===== src/rtl/mem_lane_pkg.sv =====
// Shared types and helpers for the byte-lane access controller.
// Holds the access-width encoding, the lane geometry and the active-lane mask.
package mem_lane_pkg;

  localparam int LANES  = 4;
  localparam int LANE_W = 8;

  typedef enum logic [1:0] {
    BYTE = 2'd0,
    HALF = 2'd1,
    WORD = 2'd2
  } width_e;

  // Encoding 3 is treated as a word access.
  function automatic logic [2:0] width_bytes(input logic [1:0] width);
    case (width)
      BYTE:    width_bytes = 3'd1;
      HALF:    width_bytes = 3'd2;
      default: width_bytes = 3'd4;
    endcase
  endfunction

  function automatic logic [LANES-1:0] lane_mask(input logic [1:0] off,
                                                 input logic [1:0] width);
    logic [2:0] n;
    logic [1:0] k;
    n = width_bytes(width);
    lane_mask = '0;
    for (int l = 0; l < LANES; l++) begin
      k = 2'(l) - off;
      lane_mask[l] = ({1'b0, k} < n);
    end
  endfunction

endpackage


===== src/rtl/mem_lane_rot.sv =====
// Read-side gather: picks result byte k from lane (off+k) mod 4, then
// zero- or sign-extends byte and halfword results to 32 bits.
module mem_lane_rot
  import mem_lane_pkg::*;
(
  input  logic [LANES-1:0][LANE_W-1:0] lane_i,
  input  logic [1:0]                   off_i,
  input  logic [1:0]                   width_i,
  input  logic                         sgn_i,
  output logic [31:0]                  rd_o
);

  logic [LANES-1:0][LANE_W-1:0] gath;

  always_comb begin
    gath = '0;
    for (int k = 0; k < LANES; k++) begin
      gath[k] = lane_i[2'(k) + off_i];
    end
    case (width_i)
      BYTE:    rd_o = {{24{sgn_i & gath[0][7]}}, gath[0]};
      HALF:    rd_o = {{16{sgn_i & gath[1][7]}}, gath[1], gath[0]};
      default: rd_o = gath;
    endcase
  end

endmodule


===== src/rtl/mem_lane_ctrl.sv =====
// Splits one byte-addressed access into four per-lane RAM accesses and
// reassembles the lane read data, LAT clocks later, into a 32-bit result.
module mem_lane_ctrl
  import mem_lane_pkg::*;
#(
  parameter int ADDR_W = 13,
  parameter int LAT    = 2
) (
  input  logic              clk_i,
  input  logic              rst_i,
  input  logic              req_i,
  input  logic              wr_i,
  input  logic [1:0]        width_i,
  input  logic              sgn_i,
  input  logic [ADDR_W+1:0] addr_i,
  input  logic [31:0]       data_i,
  output logic [ADDR_W-1:0] l3_addr_o,
  output logic [ADDR_W-1:0] l2_addr_o,
  output logic [ADDR_W-1:0] l1_addr_o,
  output logic [ADDR_W-1:0] l0_addr_o,
  output logic              l3_wr_o,
  output logic              l2_wr_o,
  output logic              l1_wr_o,
  output logic              l0_wr_o,
  output logic [7:0]        l3_o,
  output logic [7:0]        l2_o,
  output logic [7:0]        l1_o,
  output logic [7:0]        l0_o,
  input  logic [7:0]        l3_i,
  input  logic [7:0]        l2_i,
  input  logic [7:0]        l1_i,
  input  logic [7:0]        l0_i,
  output logic [31:0]       rd_o,
  output logic              rd_vld_o
);

  logic [1:0]                   off;
  logic [ADDR_W-1:0]            wa;
  logic [ADDR_W-1:0]            wa_nxt;
  logic [LANES-1:0]             act;
  logic [LANES-1:0][ADDR_W-1:0] l_addr;
  logic [LANES-1:0]             l_wr;
  logic [LANES-1:0][LANE_W-1:0] l_wd;

  assign off    = addr_i[1:0];
  assign wa     = addr_i[ADDR_W+1:2];
  assign wa_nxt = wa + ADDR_W'(1);
  assign act    = lane_mask(off, width_i);

  // Lanes below the offset hold the spill bytes of the next word; reset gates writes.
  always_comb begin
    l_addr = '0;
    l_wr   = '0;
    l_wd   = '0;
    for (int l = 0; l < LANES; l++) begin
      logic [1:0] k;
      k = 2'(l) - off;
      l_addr[l] = (act[l] && (2'(l) < off)) ? wa_nxt : wa;
      l_wr[l]   = act[l] & req_i & wr_i & rst_i;
      l_wd[l]   = act[l] ? data_i[{k, 3'b000} +: 8] : 8'h00;
    end
  end

  assign {l3_addr_o, l2_addr_o, l1_addr_o, l0_addr_o} = l_addr;
  assign {l3_wr_o, l2_wr_o, l1_wr_o, l0_wr_o}         = l_wr;
  assign {l3_o, l2_o, l1_o, l0_o}                     = l_wd;

  // Stages 1..LAT: read control tracks the RAM latency
  logic       vld_p   [1:LAT];
  logic [1:0] off_p   [1:LAT];
  logic [1:0] width_p [1:LAT];
  logic       sgn_p   [1:LAT];

  always_ff @(posedge clk_i or negedge rst_i) begin
    if (!rst_i) begin
      for (int s = 1; s <= LAT; s++) vld_p[s] <= 1'b0;
    end else begin
      vld_p[1] <= req_i & ~wr_i;
      for (int s = 2; s <= LAT; s++) vld_p[s] <= vld_p[s-1];
    end
  end

  always_ff @(posedge clk_i) begin
    off_p[1]   <= off;
    width_p[1] <= width_i;
    sgn_p[1]   <= sgn_i;
    for (int s = 2; s <= LAT; s++) begin
      off_p[s]   <= off_p[s-1];
      width_p[s] <= width_p[s-1];
      sgn_p[s]   <= sgn_p[s-1];
    end
  end

  logic [31:0] rot_rd;

  mem_lane_rot u_rot (
    .lane_i  ({l3_i, l2_i, l1_i, l0_i}),
    .off_i   (off_p[LAT]),
    .width_i (width_p[LAT]),
    .sgn_i   (sgn_p[LAT]),
    .rd_o    (rot_rd)
  );

  // Output stage: result register holds between strobes
  always_ff @(posedge clk_i or negedge rst_i) begin
    if (!rst_i) begin
      rd_o     <= '0;
      rd_vld_o <= 1'b0;
    end else begin
      rd_vld_o <= vld_p[LAT];
      if (vld_p[LAT]) rd_o <= rot_rd;
    end
  end

endmodule


===== config.mk =====
export PLATFORM = sky130hd
export DESIGN_NAME = mem_lane_ctrl
export DESIGN_NICKNAME = d
export VERILOG_FILES = /design/src/rtl/mem_lane_pkg.sv /design/src/rtl/mem_lane_rot.sv /design/src/rtl/mem_lane_ctrl.sv
export SDC_FILE = /design/constraint.sdc
export NUM_CORES = 1
export LEC_CHECK = 0
export ABC_AREA = 0
export BUFFER_PORTS_ARGS = -buffer_cell sky130_fd_sc_hd__buf_4
export CAP_MARGIN = 5
export CORE_MARGIN = 1
export CORE_UTILIZATION = 40
export CTS_BUF_LIST = sky130_fd_sc_hd__clkbuf_8
export CTS_CLUSTER_SIZE = 8
export DETAILED_ROUTE_END_ITERATION = 7
export HOLD_SLACK_MARGIN = 0.02
export PLACE_DENSITY = 0.74
export SLEW_MARGIN = 5
export SYNTH_ARGS = -nofsm -noshare
export SYNTH_HDL_FRONTEND = slang
export SYNTH_HIERARCHICAL = 1
export SYNTH_SLANG_ARGS = --single-unit
export TNS_END_PERCENT = 20

===== constraint.sdc =====
create_clock -name clk_i -period 2.6 [get_ports clk_i]
set_input_delay 0.26 -clock clk_i [delete_from_list [all_inputs] [get_ports clk_i]]
set_output_delay 0.26 -clock clk_i [all_outputs]
set_load 0.01 [all_outputs]

== Word level (Yosys, flattened, before mapping) ==
Memory sizes are Yosys's and may differ from the RTL's.
Index checks and enable logic that the tools add are counted.
Word-level totals
  register bits: 35
  memory bits (writable): 10
  bits of input ports: 86
  memories: 3
Memories
  off_p: depth 2, bits a word 2, read ports 2, clocked after memory_dff 0, wr ports 2, line mem_lane_ctrl.sv:70  | logic [1:0] off_p [1:LAT];
  width_p: depth 2, bits a word 2, read ports 2, clocked after memory_dff 0, wr ports 2, line mem_lane_ctrl.sv:71  | logic [1:0] width_p [1:LAT];
  sgn_p: depth 2, bits a word 1, read ports 2, clocked after memory_dff 0, wr ports 2, line mem_lane_ctrl.sv:72  | logic sgn_p [1:LAT];
Operators by class
  $add $sub $neg: 8
  $lt $le $gt $ge: 12
  equal/unequal tests: 2
  shifts and indexed selects: 4
  muxes and demuxes: 18
  bitwise logic cells: 16
  reductions and logical operators: 6
Operators with widths (number)
  $shiftx 32x6->8: 4
  $bmux 8 s2: 4
  $mux 8: 8
  $pmux 32 s2: 1
  $mux 13: 4
  $and 1x1->1: 15
  $add 13x1->13 const B: 1
  $lt 2x3->1: 4
  $lt 2x3->1 const B: 4
  $pmux 3 s2: 1
  $add 2x2->2 const A: 2
  $eq 2x1->1 const B: 2
  $logic_and 1x1->1: 4
  $logic_not 2->1: 2
  $lt 1x2->1 const A: 2
  $lt 2x2->1 const A: 2
  $sub 1x2->2 const A: 2
  $sub 2x2->2 const A: 2
  $add 1x2->2 const A: 1
  $not 1->1: 1

== Logic depth before layout (Yosys ltp) ==
Gate-level depths: netlist of the first run.
  word-level depth: 6
  gate-level depth with buffers: 10
  mapped depth without buffers: 7

== Modules after synthesis ==
Netlist of the first run, hierarchy kept.
By module, submodules not included
  mem_lane_ctrl: times used 1, cells each 302, area each 3489.6 um^2
  mem_lane_rot: times used 1, cells each 109, area each 1066.0 um^2

== Worst setup path before layout of the first run ==
Ideal clock, no wire load.
  path kind: input-to-output
  start: in addr_i[0]
  end: out l0_addr_o[1]
  data arrival time: 1.937 ns
  data required time: 2.340 ns
  setup slack: 0.403 ns
  stages on the path: 10
  path through: buf_4 -> buf_2 -> inv_1 -> ha_1 -> buf_4 -> inv_1 -> a21oi_2 -> buf_4 -> nor2_1 -> mux2_2
On the way
  cells in the longest elaborated chain, start to end: 4
  elaborated cells between the ends (all ways): 5
  classes of those cells: add/sub (1); order compare (2); mux (1); reduce/logical (1)
Ends and longest elaborated chain
  start: declaration: line mem_lane_ctrl.sv:15  | input logic [ADDR_W+1:0] addr_i,
  $sub 1x2->2: line mem_lane_pkg.sv:30  | k = 2'(l) - off;
  $lt 2x3->1: line mem_lane_pkg.sv:31  | lane_mask[l] = ({1'b0, k} < n);
  $logic_and 1x1->1 *: line mem_lane_ctrl.sv:58  | l_addr[l] = (act[l] && (2'(l) < off)) ? wa_nxt : wa;
  $mux 13 *: line mem_lane_ctrl.sv:58
  end: declaration: line mem_lane_ctrl.sv:20  | output logic [ADDR_W-1:0] l0_addr_o,
Every way passes the cells marked *; elsewhere a longest branch is shown, timed or not.

== Final worst setup path of the first run ==
  start: in addr_i[1]
  end: out l2_o[3]
On the way
  cells in the longest elaborated chain, start to end: 3
  elaborated cells between the ends (all ways): 4
  classes of those cells: add/sub (1); order compare (1); shift (1); mux (1)
Ends and longest elaborated chain
  $sub 2x2->2 *: line mem_lane_pkg.sv:30, mem_lane_ctrl.sv:57
  $shiftx 32x6->8 or $lt 2x3->1 (tied branches): line mem_lane_ctrl.sv:60, mem_lane_pkg.sv:31
  $mux 8 *: line mem_lane_ctrl.sv:60  | l_wd[l] = act[l] ? data_i[{k, 3'b000} +: 8] : 8'h00;
  end: declaration: line mem_lane_ctrl.sv:26  | output logic [7:0] l2_o,
Marked as above.

==> results of run 1 <==
logic make-up (layout without fill, tap and decap cells):
kind of cell    Yosys count  count (layout)  share of synthesized area, %
xor+xnor                 36              36                         6.921
mux                     104             104                         40.18
compound gates           31              31                         4.092
flops                    45              45                         23.62
simple gates            128             128                         16.04
buf+inv                  62             235                         7.772
fa+ha+maj                 5               5                         1.373
cells in the mapped netlist (3+ instances only):
cell type  number  area share, %
o32ai_1         4           0.77
and2_1         11            1.5
dfrtp_1        35             19
and3_1          5           0.69
o21ai_0         8           0.88
nor4_2          3           0.82
nor2_1         17            1.4
mux2i_1         4           0.88
clkbuf_1       11           0.91
nand2_1        32            2.6
xor2_1         12            2.3
ha_1            5            1.4
a21oi_1         4           0.44
nand3_1        13            1.4
mux4_2         58             29
inv_1           8           0.66
buf_6           3           0.74
nand4_1         5           0.69
xnor2_1        24            4.6
o21ai_1        12            1.3
nor3b_1         5           0.82
dfxtp_1        10            4.4
buf_4          20            3.3
nor3_1          3           0.33
mux2_2         41             10
buf_2          18            2.0
nor2b_1        26            3.6
metrics by stage:
| stage | instances | hold slack, ns | power, mW |
|---|---|---|---|
| after CTS | 724 | 0.04912 | 2.571 |
| final | 724 | 0.03560 | 2.542 |
| after floorplan | 411 | -0.03559 | 1.552 |
| after detailed placement | 716 | 0.3120 | 2.133 |
| after global routing | 724 | 0.04604 | 2.690 |
| after global placement | 716 | 0.3126 | 2.100 |
sequential cells by signal, indices dropped and copies added, names as in the netlist:
| signal | cells |
|---|---|
| off_p | 4 |
| rd_o | 32 |
| rd_vld_o | 1 |
| sgn_p | 2 |
| vld_p | 2 |
| width_p | 4 |
area by class of cell:
cell class                 count  area (sq um)  area share, %
clock buffer                   5         68.82          1.120
clock inverter                 3         15.01         0.2443
inverter                       9         33.78         0.5497
multi-input combinational    304          3126          50.86
sequential                    45          1079          17.55
tap                          140         175.2          2.850
timing repair buffer         218          1649          26.83
worst min path at each step:
| stage | startpoint | end | cells after the start |
|---|---|---|---|
| final | rst_i | rd_o[3]$_DFFE_PN0P_ | 2 |
| after global placement | off_p[1][0]$_DFF_P_ | off_p[2][0]$_DFF_P_ | 0 |
| after global routing | sgn_i | sgn_p[1]$_DFF_P_ | 1 |
| after detailed placement | off_p[1][0]$_DFF_P_ | off_p[2][0]$_DFF_P_ | 0 |
| after CTS | rst_i | rd_o[11]$_DFFE_PN0P_ | 2 |
| after floorplan | rst_i | rd_o[0]$_DFFE_PN0P_ | 0 |
worst reg2reg max path, stage by stage, from the launching register on:
cell	delay, ns
dfxtp_2	0.42
mux4_2	0.57
mux2i_4	0.48
o32ai_1	0.17
mux2_2	0.29
layout by cell type, fill, tap and decap left out, types with 2 or more instances in the layout:
cell      count
and2_1       11
dfxtp_1       8
nor2_1       17
mux2_2       41
xnor2_1      24
ha_1          5
and3_1        5
dfrtp_1      35
dfxtp_2       2
nand4_1       5
nor3_1        3
nand2_1      32
clkbuf_8      5
buf_4       217
o32ai_1       4
o21ai_1      12
mux2i_1       4
xor2_1       12
o21ai_0       8
inv_1        10
mux4_2       58
nor4_2        3
a21oi_1       4
nor3b_1       5
nor2b_1      26
nand3_1      13
power breakdown:
group	switching (mW)	leakage (nW)	internal [mW]
clock network	0.242	0.0467	0.183
logic	0.553	2.16	0.690
registers	0.0687	0.513	0.807
total	0.863	2.72	1.68
layer usage:
layer / vias up / routed length [microns] / track usage (%) / part of all wire (%)
li1: 1840 / - / - / -
met1: 2049 / 5278 / 28.81 / 40
met2: 247 / 6671 / 38.43 / 50
met3: 19 / 1190 / 4.423 / 8.9
met4: 0 / 218 / 5.792 / 1.6
met5: - / 0 / 0 / 0
==> flow_summary.toml, run 1 <==
[run_status]
status = "complete, no violations"

[clock_tree]
cts-resized-gates = 0
cts_made_buffers = 5
htree_levels = 2
cts-root-buf = "clkbuf_8"
tritoncts = "yes"
cts_max_path_buffers = 2
postCtsSetupBuffers = 0
clock_latency_ns = 0.30
clk_pin_slew_ns = 0.09
cts_hold_buf = 0
clock_sinks = 45

[setup_path]
path_buf_inv = 4
cpMaxStageDelayCell = "mux4_2"
reg2reg_slack_ns = 0.56
crit_path_end_kind = "output pin"
cp_data_arrival_time_ns = 1.91
crit_type = "input port to output pin"
crit_path_cell_trace = "buf_4 > inv_1 > ha_1 > buf_4 > mux4_2 > and2_1 > buf_4"
crit_path_end = "l2_o[3]"
critPathTopFamily = "buffers and inverters"
rr_startpoint = "off_p[2][1]$_DFF_P_"
startpoint_type = "input port"
r2r_end = "rd_o[29]$_DFFE_PN0P_"
reg2reg_depth = 4
cp.depth = 7
path_max_fanout = 16
cpPeakStageDelay_ns = 0.55
critPathRequiredTime_ns = 2.34
crit_top_cell = "buf_4"
startpoint = "addr_i[1]"

[final_layout]
finalInstanceArea_sq_um = 6146
fill_cells = 946
num_antenna_cells = 0
postLayoutCoreUtil_pct = 55.96
syn_to_final_growth_pct = 34.91
nets = 674
drive_above_1_share_pct = 57.71

[grt]
track_usage_pct = 22.38
antenna_found_initial = 0
first_global_vias = 4033
grt-ovfl-total = 0
grt_first_pass_wirelength_microns = 20600
grt_max_degree = 36

[placed_design]
placed_cell_area_sq_um = 6062
place_hpwl_microns = 10170
gp_congestion = 0.8718
pre_cts_ws_ns = 0.4283
port_buffers = 206

[floorplanning]
start_util_pct = 41.48
dieHeight_microns = 108.7
die_area_sq_um = 11820
rows = 38
dieWidth_microns = 108.7
fp.coreArea_sq_um = 10980
ios = 207

[timing]
slew_headroom_pct = 47.33
min_period_over_period_pct = 83.37
fin_ws_ns = 0.4324
tns_ns = 0
fin_crit_ns = 2.168
hold_viol_final = 0
setup_viol = 0
rsz0062_at_grt = "no"
tightest_slew_ns = 0.7871
clock-skew-final_ns = 0.007074
slew_violations = 0
fmax_mhz = 461.3

[drt]
postRouteAntennaNets = 0
via_count = 4155
wl_per_cell_microns = 18.45
drc = 0
drt_iter0_markers = 242
routed_wl_microns = 13360
vias_per_cell = 5.739
first_pass_iters = 4

[synthesis]
syn_area_per_cell_sq_um = 11.08
ys_seq_area_share_pct = 23.62
netlist_instances = 411
ys.flop_type = "dfrtp_1"
yosysWarnings = 6
async_reset_ff_share_pct = 77.78
ys_types = 41
synthesis.nets = 502
synth_area_sq_um = 4556
ys_seq_elements = 45
synth_edf_count = 0

[power]
ir_worst_vdd_mv = 0.2539
p_leak_nw = 2.722
p_per_area_nw_per_um2 = 413.6

[job]
maxCapViolCount = 0

[min_path]
hold_class = "input port to async pin"
Power figures use the tool's default switching activity.
==> inputs of run 2 (changes only) <==
Clock period 2.6 ns to 2.3 ns, I/O delays scaled along.
==> run 2 against run 1 <==
  * The run now ends with negative hold slack left
  * Sequential share of layout area is 0.15 points lower
  * Routed wire length fell by 1.1%
  * Clock-buffer cell count rose by 1
  * Via count is 0.14% lower
  * Sequential power increased by 13%
  * Clock power grew 16%
  * Non-clock buffer count grew 6
  * Critical path depth is 2 higher
==> flow_summary.toml, run 2 (same netlist as run 1, synthesis figures left out) <==
[placed_design]
gp_congestion = 0.8938
port_buffers = 206
place_hpwl_microns = 10170
placed_cell_area_sq_um = 6100

[run_status]
violations = "negative hold slack"
status = "complete, but fails checks"

[drt]
postRouteAntennaNets = 0
via_count = 4149
routed_wl_microns = 13210
first_pass_iters = 4
vias_per_cell = 5.684
drc = 0
wl_per_cell_microns = 18.10
drt_iter0_markers = 193

[timing]
fin_crit_ns = 2.099
rsz0062_at_grt = "no"
hold_viol_final = 20
fmax_mhz = 476.4
min_period_over_period_pct = 91.26
tns_ns = 0
setup_viol = 0
whs_ns = -0.01640
clock-skew-final_ns = 0.01321
tightest_slew_ns = 0.7624
slew_headroom_pct = 48.99
slew_violations = 0

[final_layout]
layout_commonest_cell = "buf_4"
nets = 680
largest_reg_flops = 32
drive_above_1_share_pct = 57.97
num_antenna_cells = 0
finalInstanceArea_sq_um = 6200
top_regs = "rd_o: 32 flops, off_p: 4 flops, width_p: 4 flops"
top_register = "rd_o"
syn_to_final_growth_pct = 36.09
final_cell_mix = "222 x buf_4, 58 x mux4_2, 41 x mux2_2"

[setup_path]
crit_path_cell_trace = "buf_4 > inv_2 > nand2_1 > ha_1 > inv_1 > a21oi_1 > nor2_1 > nor2b_1 > buf_4"
critPathRequiredTime_ns = 2.07
crit_path_end_kind = "output pin"
crit_top_cell = "buf_4"
cpPeakStageDelay_ns = 0.59
startpoint_type = "input port"
cpMaxStageDelayCell = "nor2_1"
path_buf_inv = 4
critPathTopFamily = "simple AND/OR/NAND/NOR gates"
cp_data_arrival_time_ns = 1.87
path_max_fanout = 9
crit_type = "input port to output pin"

[floorplanning]
ios = 207
fp.coreArea_sq_um = 10980
start_util_pct = 41.48
rows = 38
dieWidth_microns = 108.7
dieHeight_microns = 108.7
die_area_sq_um = 11820

[power]
ir_worst_vdd_mv = 0.2413
p_leak_nw = 2.759
p_per_area_nw_per_um2 = 467.0

[grt]
grt_first_pass_wirelength_microns = 20470
grt_max_degree = 36
track_usage_pct = 22.09
antenna_found_initial = 0
first_global_vias = 4058
grt-ovfl-total = 0

[clock_tree]
tritoncts = "yes"
clock_sinks = 45
htree_levels = 2
cts_max_path_buffers = 2
clock_latency_ns = 0.30
cts-root-buf = "clkbuf_8"
clk_pin_slew_ns = 0.09
cts_made_buffers = 5

[min_path]
hold_class = "input port to async pin"

[job]
maxCapViolCount = 0
run 2: report_power, final:
group          switching, mW  total [mW]  internal [mW]
clock                  0.257       0.494          0.236
sequential            0.0755       0.988          0.912
combinational          0.627        1.41          0.787
total                  0.959        2.90           1.94
run 2: final timing paths:
check	start	to	slack (ns)	depth (start not counted)
worst max-delay path	width_i[1]	l1_o[5]	0.20	9
worst min-delay path	rst_i	rd_o[25]$_DFFE_PN0P_	-0.02	2
worst max register to register	off_p[2][1]$_DFF_P_	rd_o[30]$_DFFE_PN0P_	0.31	4
worst min register to register	off_p[1][0]$_DFF_P_	off_p[2][0]$_DFF_P_	0.33	0
max in group asynchronous	rst_i	rd_o[6]$_DFFE_PN0P_	1.99	2
min in group clk_i	width_i[0]	width_p[1][0]$_DFF_P_	0.06	1
run 2: final cells by class:
class | count | area [sq um]
clock inverters | 2 | 7.507
multi-input cells | 304 | 3126
inverters | 9 | 33.78
well taps | 140 | 175.2
fillers | 951 | 4783
flip-flops and latches | 45 | 1079
clock buffers | 6 | 82.58
repair buffers | 224 | 1697
run 2: worst reg2reg max path, cell delays in order (launching register included):
cell	delay (ns)
dfxtp_2	0.38
mux4_2	0.54
mux2i_4	0.50
o32ai_1	0.17
mux2_2	0.30
run 2: timing repair:
action | CTS | global route
hold buffers | 0 | 1
buffers inserted | 0 | 0
gates resized for setup | 0 | 0
endpoints found under the hold margin | 0 | 1
run 2: stage by stage:
step / utilization [%] / hold slack [ns] / setup slack (ns) / power, mW / cells
after floorplan: - / -0.06559 / 0.1629 / 1.755 / 411
after global placement: 55.54 / 0.3124 / 0.2576 / 2.394 / 721
after detailed placement: 55.54 / 0.3135 / 0.1901 / 2.420 / 721
after CTS: 56.36 / 0.02200 / 0.1830 / 2.921 / 729
after global routing: 56.45 / 0.02570 / 0.06471 / 3.073 / 730
final: 56.45 / -0.01640 / 0.2009 / 2.895 / 730
run 2: metal layers:
layer | wire length (microns) | up-vias | share of wire (%) | track usage [%]
met2 | 6562 | 208 | 50 | 38.07
met1 | 5304 | 2066 | 40 | 28.20
li1 | - | 1854 | - | -
met3 | 1120 | 21 | 8.5 | 3.885
met4 | 223 | 0 | 1.7 | 6.757
met5 | 0 | - | 0 | 0
